## src/rtl/icache_pkg.sv

```systemverilog
// Shared types, geometry and address-field helpers for the instruction cache controller.
// Pure declarations: no latency, no flow control.
package icache_pkg;

  localparam int ADDR_W     = 32;
  localparam int INDEX_W    = 6;
  localparam int OFFSET_W   = 2;
  localparam int TAG_W      = ADDR_W - INDEX_W - OFFSET_W - 2;
  localparam int LINE_W     = ADDR_W - OFFSET_W - 2;
  localparam int LINE_WORDS = 4;
  localparam int NUM_LINES  = 1 << INDEX_W;

  typedef enum logic [1:0] {
    ST_IDLE,
    ST_REQ,
    ST_FILL
  } state_e;

  function automatic logic [OFFSET_W-1:0] addr_offset(input logic [ADDR_W-1:0] a);
    return a[OFFSET_W+1:2];
  endfunction

  function automatic logic [INDEX_W-1:0] addr_index(input logic [ADDR_W-1:0] a);
    return a[INDEX_W+OFFSET_W+1:OFFSET_W+2];
  endfunction

  function automatic logic [TAG_W-1:0] addr_tag(input logic [ADDR_W-1:0] a);
    return a[ADDR_W-1:ADDR_W-TAG_W];
  endfunction

  // Word-aligned line address with the in-line offset and byte bits stripped.
  function automatic logic [LINE_W-1:0] addr_line(input logic [ADDR_W-1:0] a);
    return a[ADDR_W-1:OFFSET_W+2];
  endfunction

endpackage

```

## src/rtl/icache_tag_array.sv

```systemverilog
// Tag + valid storage: combinational lookup, synchronous tag/valid write, one-cycle flush-all.
// Lookup is 0-cycle, writes land on the next edge; no backpressure.
module icache_tag_array
  import icache_pkg::*;
(
  input  logic               clk,
  input  logic               rst_n,
  input  logic [INDEX_W-1:0] lookup_index_i,
  input  logic [TAG_W-1:0]   lookup_tag_i,
  output logic               lookup_hit_o,
  input  logic               wr_en_i,
  input  logic [INDEX_W-1:0] wr_index_i,
  input  logic [TAG_W-1:0]   wr_tag_i,
  input  logic               flush_all_i
);

  logic [TAG_W-1:0]     tag_q [NUM_LINES];
  logic [NUM_LINES-1:0] valid_q;

  assign lookup_hit_o = valid_q[lookup_index_i] && (tag_q[lookup_index_i] == lookup_tag_i);

  // Tags are only trusted behind a valid bit, so they carry no reset.
  always_ff @(posedge clk) begin
    if (wr_en_i) begin
      tag_q[wr_index_i] <= wr_tag_i;
    end
  end

  always_ff @(posedge clk or negedge rst_n) begin
    if (!rst_n) begin
      valid_q <= '0;
    end else if (flush_all_i) begin
      valid_q <= '0;
    end else if (wr_en_i) begin
      valid_q[wr_index_i] <= 1'b1;
    end
  end

endmodule

```

## src/rtl/icache_ctrl.sv

```systemverilog
// I-cache controller: 0-cycle hits, miss = IDLE + REQ cycles + 4 beats + 1; stalls the CPU until refill, waits on mem_gnt.
// Optional hit/miss counters are built when ICACHE_PERF_CNT_EN is defined.
module icache_ctrl
  import icache_pkg::*;
(
  input  logic                clk,
  input  logic                rst_n,
  input  logic                cpu_req,
  input  logic [ADDR_W-1:0]   cpu_addr,
  output logic                cpu_ready,
  output logic [31:0]         cpu_rdata,
  input  logic                flush,
  output logic                busy,
  output logic                mem_req,
  output logic [ADDR_W-1:0]   mem_addr,
  input  logic                mem_gnt,
  input  logic                mem_rvalid,
  input  logic [31:0]         mem_rdata,
  input  logic                mem_rlast,
  output logic                refill_err,
  output logic [INDEX_W-1:0]  da_read_index,
  output logic [OFFSET_W-1:0] da_read_offset,
  input  logic [31:0]         da_read_data,
  output logic                da_write_enable,
  output logic [INDEX_W-1:0]  da_write_index,
  output logic [OFFSET_W-1:0] da_write_offset,
  output logic [31:0]         da_write_data
`ifdef ICACHE_PERF_CNT_EN
  ,
  output logic [31:0]         hit_count,
  output logic [31:0]         miss_count
`endif
);

  state_e              state_q;
  logic [LINE_W-1:0]   line_q;
  logic [OFFSET_W-1:0] cnt_q;
  logic                mem_req_q;
  logic                flush_pend_q;

  logic is_idle;
  logic flush_now;
  logic lookup_hit;
  logic hit;
  logic miss;
  logic fill_beat;
  logic beat_last;
  logic fill_ok;
  logic fill_err;

  assign is_idle   = (state_q == ST_IDLE);
  // A flush seen during a refill is replayed on the first IDLE cycle.
  assign flush_now = is_idle && (flush || flush_pend_q);
  assign hit       = is_idle && !flush_now && cpu_req && lookup_hit;
  assign miss      = is_idle && !flush_now && cpu_req && !lookup_hit;
  assign fill_beat = (state_q == ST_FILL) && mem_rvalid;
  assign beat_last = (cnt_q == OFFSET_W'(LINE_WORDS - 1));
  assign fill_ok   = fill_beat && beat_last && mem_rlast;
  assign fill_err  = fill_beat && (beat_last != mem_rlast);

  assign cpu_ready       = hit;
  assign cpu_rdata       = da_read_data;
  assign busy            = !is_idle;
  assign mem_req         = mem_req_q;
  assign mem_addr        = {line_q, {(OFFSET_W + 2){1'b0}}};
  assign refill_err      = fill_err;
  assign da_read_index   = addr_index(cpu_addr);
  assign da_read_offset  = addr_offset(cpu_addr);
  assign da_write_enable = fill_beat;
  assign da_write_index  = line_q[INDEX_W-1:0];
  assign da_write_offset = cnt_q;
  assign da_write_data   = mem_rdata;

  icache_tag_array u_tags (
    .clk            (clk),
    .rst_n          (rst_n),
    .lookup_index_i (addr_index(cpu_addr)),
    .lookup_tag_i   (addr_tag(cpu_addr)),
    .lookup_hit_o   (lookup_hit),
    .wr_en_i        (fill_ok),
    .wr_index_i     (line_q[INDEX_W-1:0]),
    .wr_tag_i       (line_q[LINE_W-1:INDEX_W]),
    .flush_all_i    (flush_now)
  );

  always_ff @(posedge clk or negedge rst_n) begin
    if (!rst_n) begin
      state_q      <= ST_IDLE;
      line_q       <= '0;
      cnt_q        <= '0;
      mem_req_q    <= 1'b0;
      flush_pend_q <= 1'b0;
    end else begin
      if (!is_idle && flush) begin
        flush_pend_q <= 1'b1;
      end else if (flush_now) begin
        flush_pend_q <= 1'b0;
      end

      case (state_q)
        ST_IDLE: begin
          if (miss) begin
            line_q    <= addr_line(cpu_addr);
            mem_req_q <= 1'b1;
            state_q   <= ST_REQ;
          end
        end
        ST_REQ: begin
          if (mem_gnt) begin
            mem_req_q <= 1'b0;
            cnt_q     <= '0;
            state_q   <= ST_FILL;
          end
        end
        ST_FILL: begin
          if (mem_rvalid) begin
            cnt_q <= cnt_q + OFFSET_W'(1);
            // Good last beat and any length mismatch both end the burst.
            if (beat_last || mem_rlast) begin
              state_q <= ST_IDLE;
            end
          end
        end
        default: begin
          state_q   <= ST_IDLE;
          mem_req_q <= 1'b0;
        end
      endcase
    end
  end

`ifdef ICACHE_PERF_CNT_EN
  logic [31:0] hit_cnt_q;
  logic [31:0] miss_cnt_q;

  always_ff @(posedge clk or negedge rst_n) begin
    if (!rst_n) begin
      hit_cnt_q  <= '0;
      miss_cnt_q <= '0;
    end else begin
      hit_cnt_q  <= hit_cnt_q + 32'(hit);
      miss_cnt_q <= miss_cnt_q + 32'(miss);
    end
  end

  assign hit_count  = hit_cnt_q;
  assign miss_count = miss_cnt_q;
`endif

endmodule

```

## config.mk

```make
export PLATFORM = sky130hd
export DESIGN_NAME = icache_ctrl
export DESIGN_NICKNAME = d
export VERILOG_FILES = /design/src/rtl/icache_pkg.sv /design/src/rtl/icache_tag_array.sv /design/src/rtl/icache_ctrl.sv
export SDC_FILE = /design/constraint.sdc
export NUM_CORES = 1
export LEC_CHECK = 0
export CORE_ASPECT_RATIO = 0.8
export CORE_MARGIN = 2
export CORE_UTILIZATION = 35
export DETAILED_ROUTE_END_ITERATION = 16
export PLACE_DENSITY = 0.53
export SYNTH_ARGS = -nofsm -noshare
export SYNTH_HDL_FRONTEND = slang
export SYNTH_SLANG_ARGS = --single-unit
```

## constraint.sdc

```tcl
create_clock -name clk -period 4.4 [get_ports clk]
set_clock_uncertainty 0.2 [all_clocks]
set_input_delay 0.44 -clock clk [delete_from_list [all_inputs] [get_ports clk]]
set_output_delay 0.44 -clock clk [all_outputs]
set_load 0.005 [all_outputs]
```

Word-level counts from Yosys, hierarchy flattened --
Memories as Yosys holds them, arrays and structs flattened. Index checks and enable logic that the tools add are counted.
Cells by class: $add $sub $neg 1, order comparisons 3, eq/ne operators 9, multiplexer cells 21, bitwise operators 2, reduce and logical (&&, ||, !) cells 25
Operators with widths (count):
- 64-bit two-way mux | 2
- 64-bit bitwise OR | 1
- 22-bit equality test | 1
- 6-bit by 7-bit less-than comparator with 1-bit output, second input constant | 2
- 1-bit logical AND | 12
- 2-bit two-way mux | 6
- 1-bit two-way mux | 8
- 1-bit binary-select mux with 6-bit select | 1
- 1-bit demux with 6-bit select | 1
- 6-bit by 1-bit greater-or-equal comparator with 1-bit output, second input constant | 1
- 2-bit one-hot mux with 3 select lines | 1
- 3-bit AND reduction | 2
- 2-bit nonzero test | 3
- 2-bit equality test, second input constant | 2
- 2-bit by 1-bit inequality test with 1-bit output, second input constant | 2
- 2-bit inequality test, second input constant | 2
- 2-bit one-hot mux with 2 select lines | 1
- 4-bit AND reduction | 1
- 1-bit zero test | 3
- 1-bit one-hot mux with 3 select lines | 1
- 2-bit by 1-bit adder with 2-bit output, second input constant | 1
- 2-bit by 1-bit equality test with 1-bit output, second input constant | 1
- 2-bit zero test | 1
- 1-bit logical OR | 2
- 3 further kinds | 3
Word-level totals: register bits 98, bits in writable memories 1408, bits of input ports 103, output and inout port bits 117, memories 1
Memory list:
- u_tags.tag_q | words 64, width 22, rd ports 1, clocked after Yosys merged registers in 0, write ports 1, RTL line icache_tag_array.sv:17 | logic [TAG_W-1:0] tag_q [NUM_LINES];

Longest topological paths before layout --
depth in word-level cells 8, mapped depth 17, gate-level depth less buffers 10

Cells and area by module --
Synthesis repeated with hierarchy kept, for this count alone.
Second synthesis, totals: cells, all modules 2898, area total of the unflattened synthesis 59129.2 um^2
By module, submodules not included:
- icache_tag_array | times used 1, cells each 2718, area an instance 56997.2 um^2, sequential area each 43882.1 um^2
- icache_ctrl | times used 1, cells each 180, area an instance 2132.0 um^2, sequential area each 850.8 um^2

Worst setup path after synthesis --
Ideal clock, no wire load.
kind input-to-reg, from input cpu_addr[6], to register line_q[10], setup time 0.127 ns, arrival time 3.448 ns, data required time 4.073 ns, slack 0.625 ns, cell stages on the path 15, path buffers 6, path through buf_4 -> buf_4 -> buf_2 -> buf_2 -> buf_2 -> mux4_2 -> o2111ai_1 -> o311ai_1 -> o211ai_1 -> xor2_1 -> o21ai_0 -> nor4_2 -> a31oi_1 -> buf_6 -> mux2_4
Between the ends: word-level cells in the longest chain between the ends 6, elaborated cells between the ends (all ways) 8, those cells by class eq/ne: 1; mux: 2; reduce/logical: 4; memory: 1
RTL lines:
- from (decl) | RTL line icache_ctrl.sv:9 | input logic [ADDR_W-1:0] cpu_addr,
- memory read 64 x 22 bit or 1-bit binary-select mux with 6-bit select (tied branches)
- 22-bit equality test or 1-bit two-way mux (tied branches) | RTL line icache_tag_array.sv:20 | assign lookup_hit_o = valid_q[lookup_index_i] && (tag_q[lookup_index_i] == lookup_tag_i);
- 1-bit logical AND (*) | RTL line icache_tag_array.sv:20
- 1-bit zero test (*) | RTL line icache_ctrl.sv:55 | assign miss = is_idle && !flush_now && cpu_req && !lookup_hit;
- 1-bit logical AND (*) | RTL line icache_ctrl.sv:55
- 2-bit AND reduction (no source line) (*)
- to (signal assigned) | RTL line icache_ctrl.sv:103 | line_q <= addr_line(cpu_addr);
- to (decl) | RTL line icache_ctrl.sv:36 | logic [LINE_W-1:0] line_q;
Every way passes the cells marked *; elsewhere a longest branch is shown, timed or not. The select of a mux whose other input is x is not followed. A chain may end at the register's enable or synchronous reset.

Worst setup path in the final report --
from memory u_tags.tag_q[50][14] (netlist name), to output cpu_ready
Between the ends: word-level cells in the longest chain between the ends 4
RTL lines:
- from (decl) | RTL line icache_tag_array.sv:17
- memory read 64 x 22 bit
- 22-bit equality test | RTL line icache_tag_array.sv:20
- 1-bit logical AND | RTL line icache_tag_array.sv:20
- 1-bit logical AND | RTL line icache_ctrl.sv:54 | assign hit = is_idle && !flush_now && cpu_req && lookup_hit;
- to (decl) | RTL line icache_ctrl.sv:10 | output logic cpu_ready,
Every way passes these cells.

==> results.sh <==
export IMPL_syn_to_final_growth_pct=19.5
export IMPL_dpl_hpwl_um=119000
export IMPL_globalRouteOverflowTotal=0
export IMPL_worst_pin_slew_ns=1.18
export IMPL_syn_area_mm2=0.0594
export IMPL_gp_congestion=0.878
export IMPL_core_area_mm2=0.169
export IMPL_syn_avg_cell_area_um2=21.0
export IMPL_power_density_mw_per_mm2=511
export IMPL_slowest_delay_ns=0.53
export IMPL_path_buf_inv=2
export IMPL_reg2reg_from="u_tags.tag_q[38][11]$_DFFE_PP_"
export IMPL_layout_commonest_cell="edfxtp_1"
export IMPL_clkSinkCount=1506
export IMPL_grt_max_degree=67
export IMPL_fin_crit_ns=4.58
export IMPL_yosysWarnings=0
export IMPL_pre_cts_ws_ns=-0.903
export IMPL_clk_pin_slew_worst_paths_ns=0.06
export IMPL_critical_path_peak_fanout=2
export IMPL_cp_end_kind="output pin"
export IMPL_final_period_utilization_pct=104
export IMPL_fin_ws_ns=-0.179
export IMPL_finalSetupViolCount=1
export IMPL_path_class="register to output pin"
export IMPL_numPortBuffers=81
export IMPL_rrSetupSlack_ns=0.37
export IMPL_worstSetupStartpoint="u_tags.tag_q[50][14]$_DFFE_PP_"
export IMPL_violations="negative setup slack"
export IMPL_grtUsageTotal_pct=22.0
export IMPL_required_ns=3.76
export IMPL_num_rows=135
export IMPL_pin_count=220
export IMPL_slew_viol_final=0
export IMPL_vias_per_cell=5.73
export IMPL_cp_endpoint="cpu_ready"
export IMPL_grt_pass1_vias=32300
export IMPL_start_util_pct=35.1
export IMPL_critPathMostFrequentCell="mux4_2"
export IMPL_reg2reg_to="line_q[7]$_DFFE_PN0P_"
export IMPL_drc=0
export IMPL_synth_edf_count=1408
export IMPL_cp_top_family="multiplexers"
export IMPL_drive_gt1_share_pct=34.6
export IMPL_die_width_um=464
export IMPL_vdd_ir_drop_max_uv=492
export IMPL_final_hold_violation_count=0
export IMPL_num_vias=32300
export IMPL_die_height_um=372
export IMPL_finalPower_mw=36.2
export IMPL_final_util_pct=42.0
export IMPL_crit_chain="mux4_2, mux4_2, a22o_4, a31oi_4, xor2_1, buf_4, and3_1, and3_4, nand4_1, nor2_4, buf_6"
export IMPL_clock_path_buffers=3
export IMPL_ys_seq_area_share_pct=75.4
export IMPL_setup_worst_path_start_class="register"
export IMPL_arrival_ns=3.94
export IMPL_crit_path_top_delay_cell="mux4_2"
export IMPL_cts_tree="built"
export IMPL_hold_class="input pin to async pin"
export IMPL_synthFlopType="edfxtp_1"
export IMPL_grt_pass1_wl_um=263000
export IMPL_maxCapViolCount=0
export IMPL_rsz0062_at_grt="true"
export IMPL_postRouteWirelength_um=191000
export IMPL_synthArstFlopShare_pct=6.51
export IMPL_netlist_instances=2832
export IMPL_p_leak_nw=23.3
export IMPL_cts_made_buffers=146
export IMPL_dr_pass1_iters=5
export IMPL_worst_r2r_cell_count=14
export IMPL_netlist_cell_type_count=68
export IMPL_ctsHtreeMaxLevel=4
export IMPL_instances_no_fill=5645
export IMPL_timing_setup_tns_ns=-0.179
export IMPL_slew_headroom_pct=21.1
export IMPL_placed_cells=5374
export IMPL_final_cell_mix="1408 x edfxtp_1, 379 x buf_4, 351 x mux4_2"
export IMPL_insertion_delay_ns=0.80
export IMPL_worst_path_stages=11
export IMPL_dieArea_mm2=0.173
export IMPL_fin_nets=3369
export IMPL_ys_ff_latch=1506
export IMPL_antenna_found_initial=10
export IMPL_timing_fmax_mhz=218
export IMPL_drt_iter0_drc=4487
export IMPL_routedWlPerCell_um=33.9
export IMPL_status="complete, but fails checks"
export IMPL_ant_nets=0
export IMPL_cts_root_buf="clkbuf_16"
-- how the worst min path moves through the flow --
stage,startpoint,endpoint,slack (ns)
finish,rst_n,line_q[27]$_DFFE_PN0P_,0.04
global route,rst_n,line_q[27]$_DFFE_PN0P_,0.05
CTS,rst_n,mem_req$_DFFE_PN0P_,0.01
detailed placement,mem_req$_DFFE_PN0P_,mem_req$_DFFE_PN0P_,0.27
global placement,mem_req$_DFFE_PN0P_,mem_req$_DFFE_PN0P_,0.26
floorplan,rst_n,da_write_offset[0]$_DFFE_PN0P_,-0.06
-- routing by layer --
metal | wire length (um) | share of wire, % | up-vias | GRT usage (%)
li1 | - | - | 12500 | -
met4 | 4740 | 2.5 | 2 | 6.04
met1 | 82600 | 43 | 17700 | 32.5
met3 | 18400 | 9.6 | 281 | 4.49
met2 | 85400 | 45 | 1823 | 33.1
met5 | 13 | 0.0068 | - | 0
-- repair_timing --
item                                    4_1_cts  5_1_grt
resized for setup                            21       17
pin swaps                                     7        6
hold buffers                                  1        0
endpoints found under the setup margin        1        1
setup buffers                                 1        1
hold endpoints to repair                     42        0
-- area by class of cell --
type	instances	area, um^2
clock buffers	182	3980
flip-flops and latches	1506	44800
inverters	10	37.5
clock inverters	86	912
multi-input cells	1087	13700
fillers	14700	98000
repair buffers	513	4710
well taps	2260	2830
diodes	1	2.50
-- report_power, final --
group | total [mW] | leakage (nW) | switching [mW] | internal [mW]
Clock | 12.9 | 2.40 | 5.48 | 7.39
Combinational | 4.99 | 6.96 | 3.50 | 1.49
Sequential | 18.3 | 14.0 | 0.470 | 17.9
-- cell families (layout without fill, tap and decap cells) --
kind of cell	after synthesis	in the layout	synth area share (%)
multiplexers	494	494	16.0
adder cells (fa/ha/maj)	2	2	0.0422
XOR/XNOR	23	23	0.339
AND/OR/NAND/NOR	312	312	2.49
flip-flops	1506	1506	75.4
buffers and inverters	242	791	2.67
other	1	5	0.00632
AO/OA/AOI/OAI	252	252	3.09
-- sequential cells by signal (all words and copies together) (netlist names) --
name,count
u_tags.tag_q,1408
u_tags.valid_q,64
line_q,28
da_write_offset,2
state_q,2
flush_pend_q,1
mem_req,1
-- metrics by stage --
step	hold WS [ns]	instance area, um^2
final	0.0376	70900
after global routing	0.0511	70900
after CTS	0.0146	70800
after detailed placement	0.272	65800
after global placement	0.262	65800
after floorplan	-0.0556	59400
-- worst register-to-register path, stage by stage, from the launching register on --
cell and delay (ns):
edfxtp_1 0.37, mux4_2 0.49, mux2i_1 0.24, o2111ai_1 0.28
buf_4 0.25, a32oi_1 0.18, buf_4 0.18, xnor2_1 0.10
buf_4 0.17, nor4b_2 0.23, nand4b_1 0.14, nor4_2 0.37
a31oi_4 0.19, buf_12 0.21, mux2_4 0.32
-- synth_stat cells, drive strengths merged (6+ instances only) --
library cell  count  area, um^2
a211oi           10        75.1
a32oi            13         114
a21oi            15        75.1
a31oi            18         113
nor2b            13        81.3
a221oi           15         138
o21a             65         488
nand3b            6        45.0
mux4            351        7910
nor4              6        56.3
and2             11        68.8
dfrtp            98        2450
inv              10        37.5
buf             191        1390
xor2              8        70.1
clkbuf           41         154
mux2i           106        1060
o2111ai           8        70.1
nand4             8        50.1
mux2             37         522
nand2            99         372
xnor2            15         131
nand3            27         135
o21ai            22         110
and3             11        68.8
nor2            101         379
o22ai            22         138
a22oi            29         218
o211ai            9        67.6
edfxtp         1408       42300
Power figures use the tool's default switching activity.
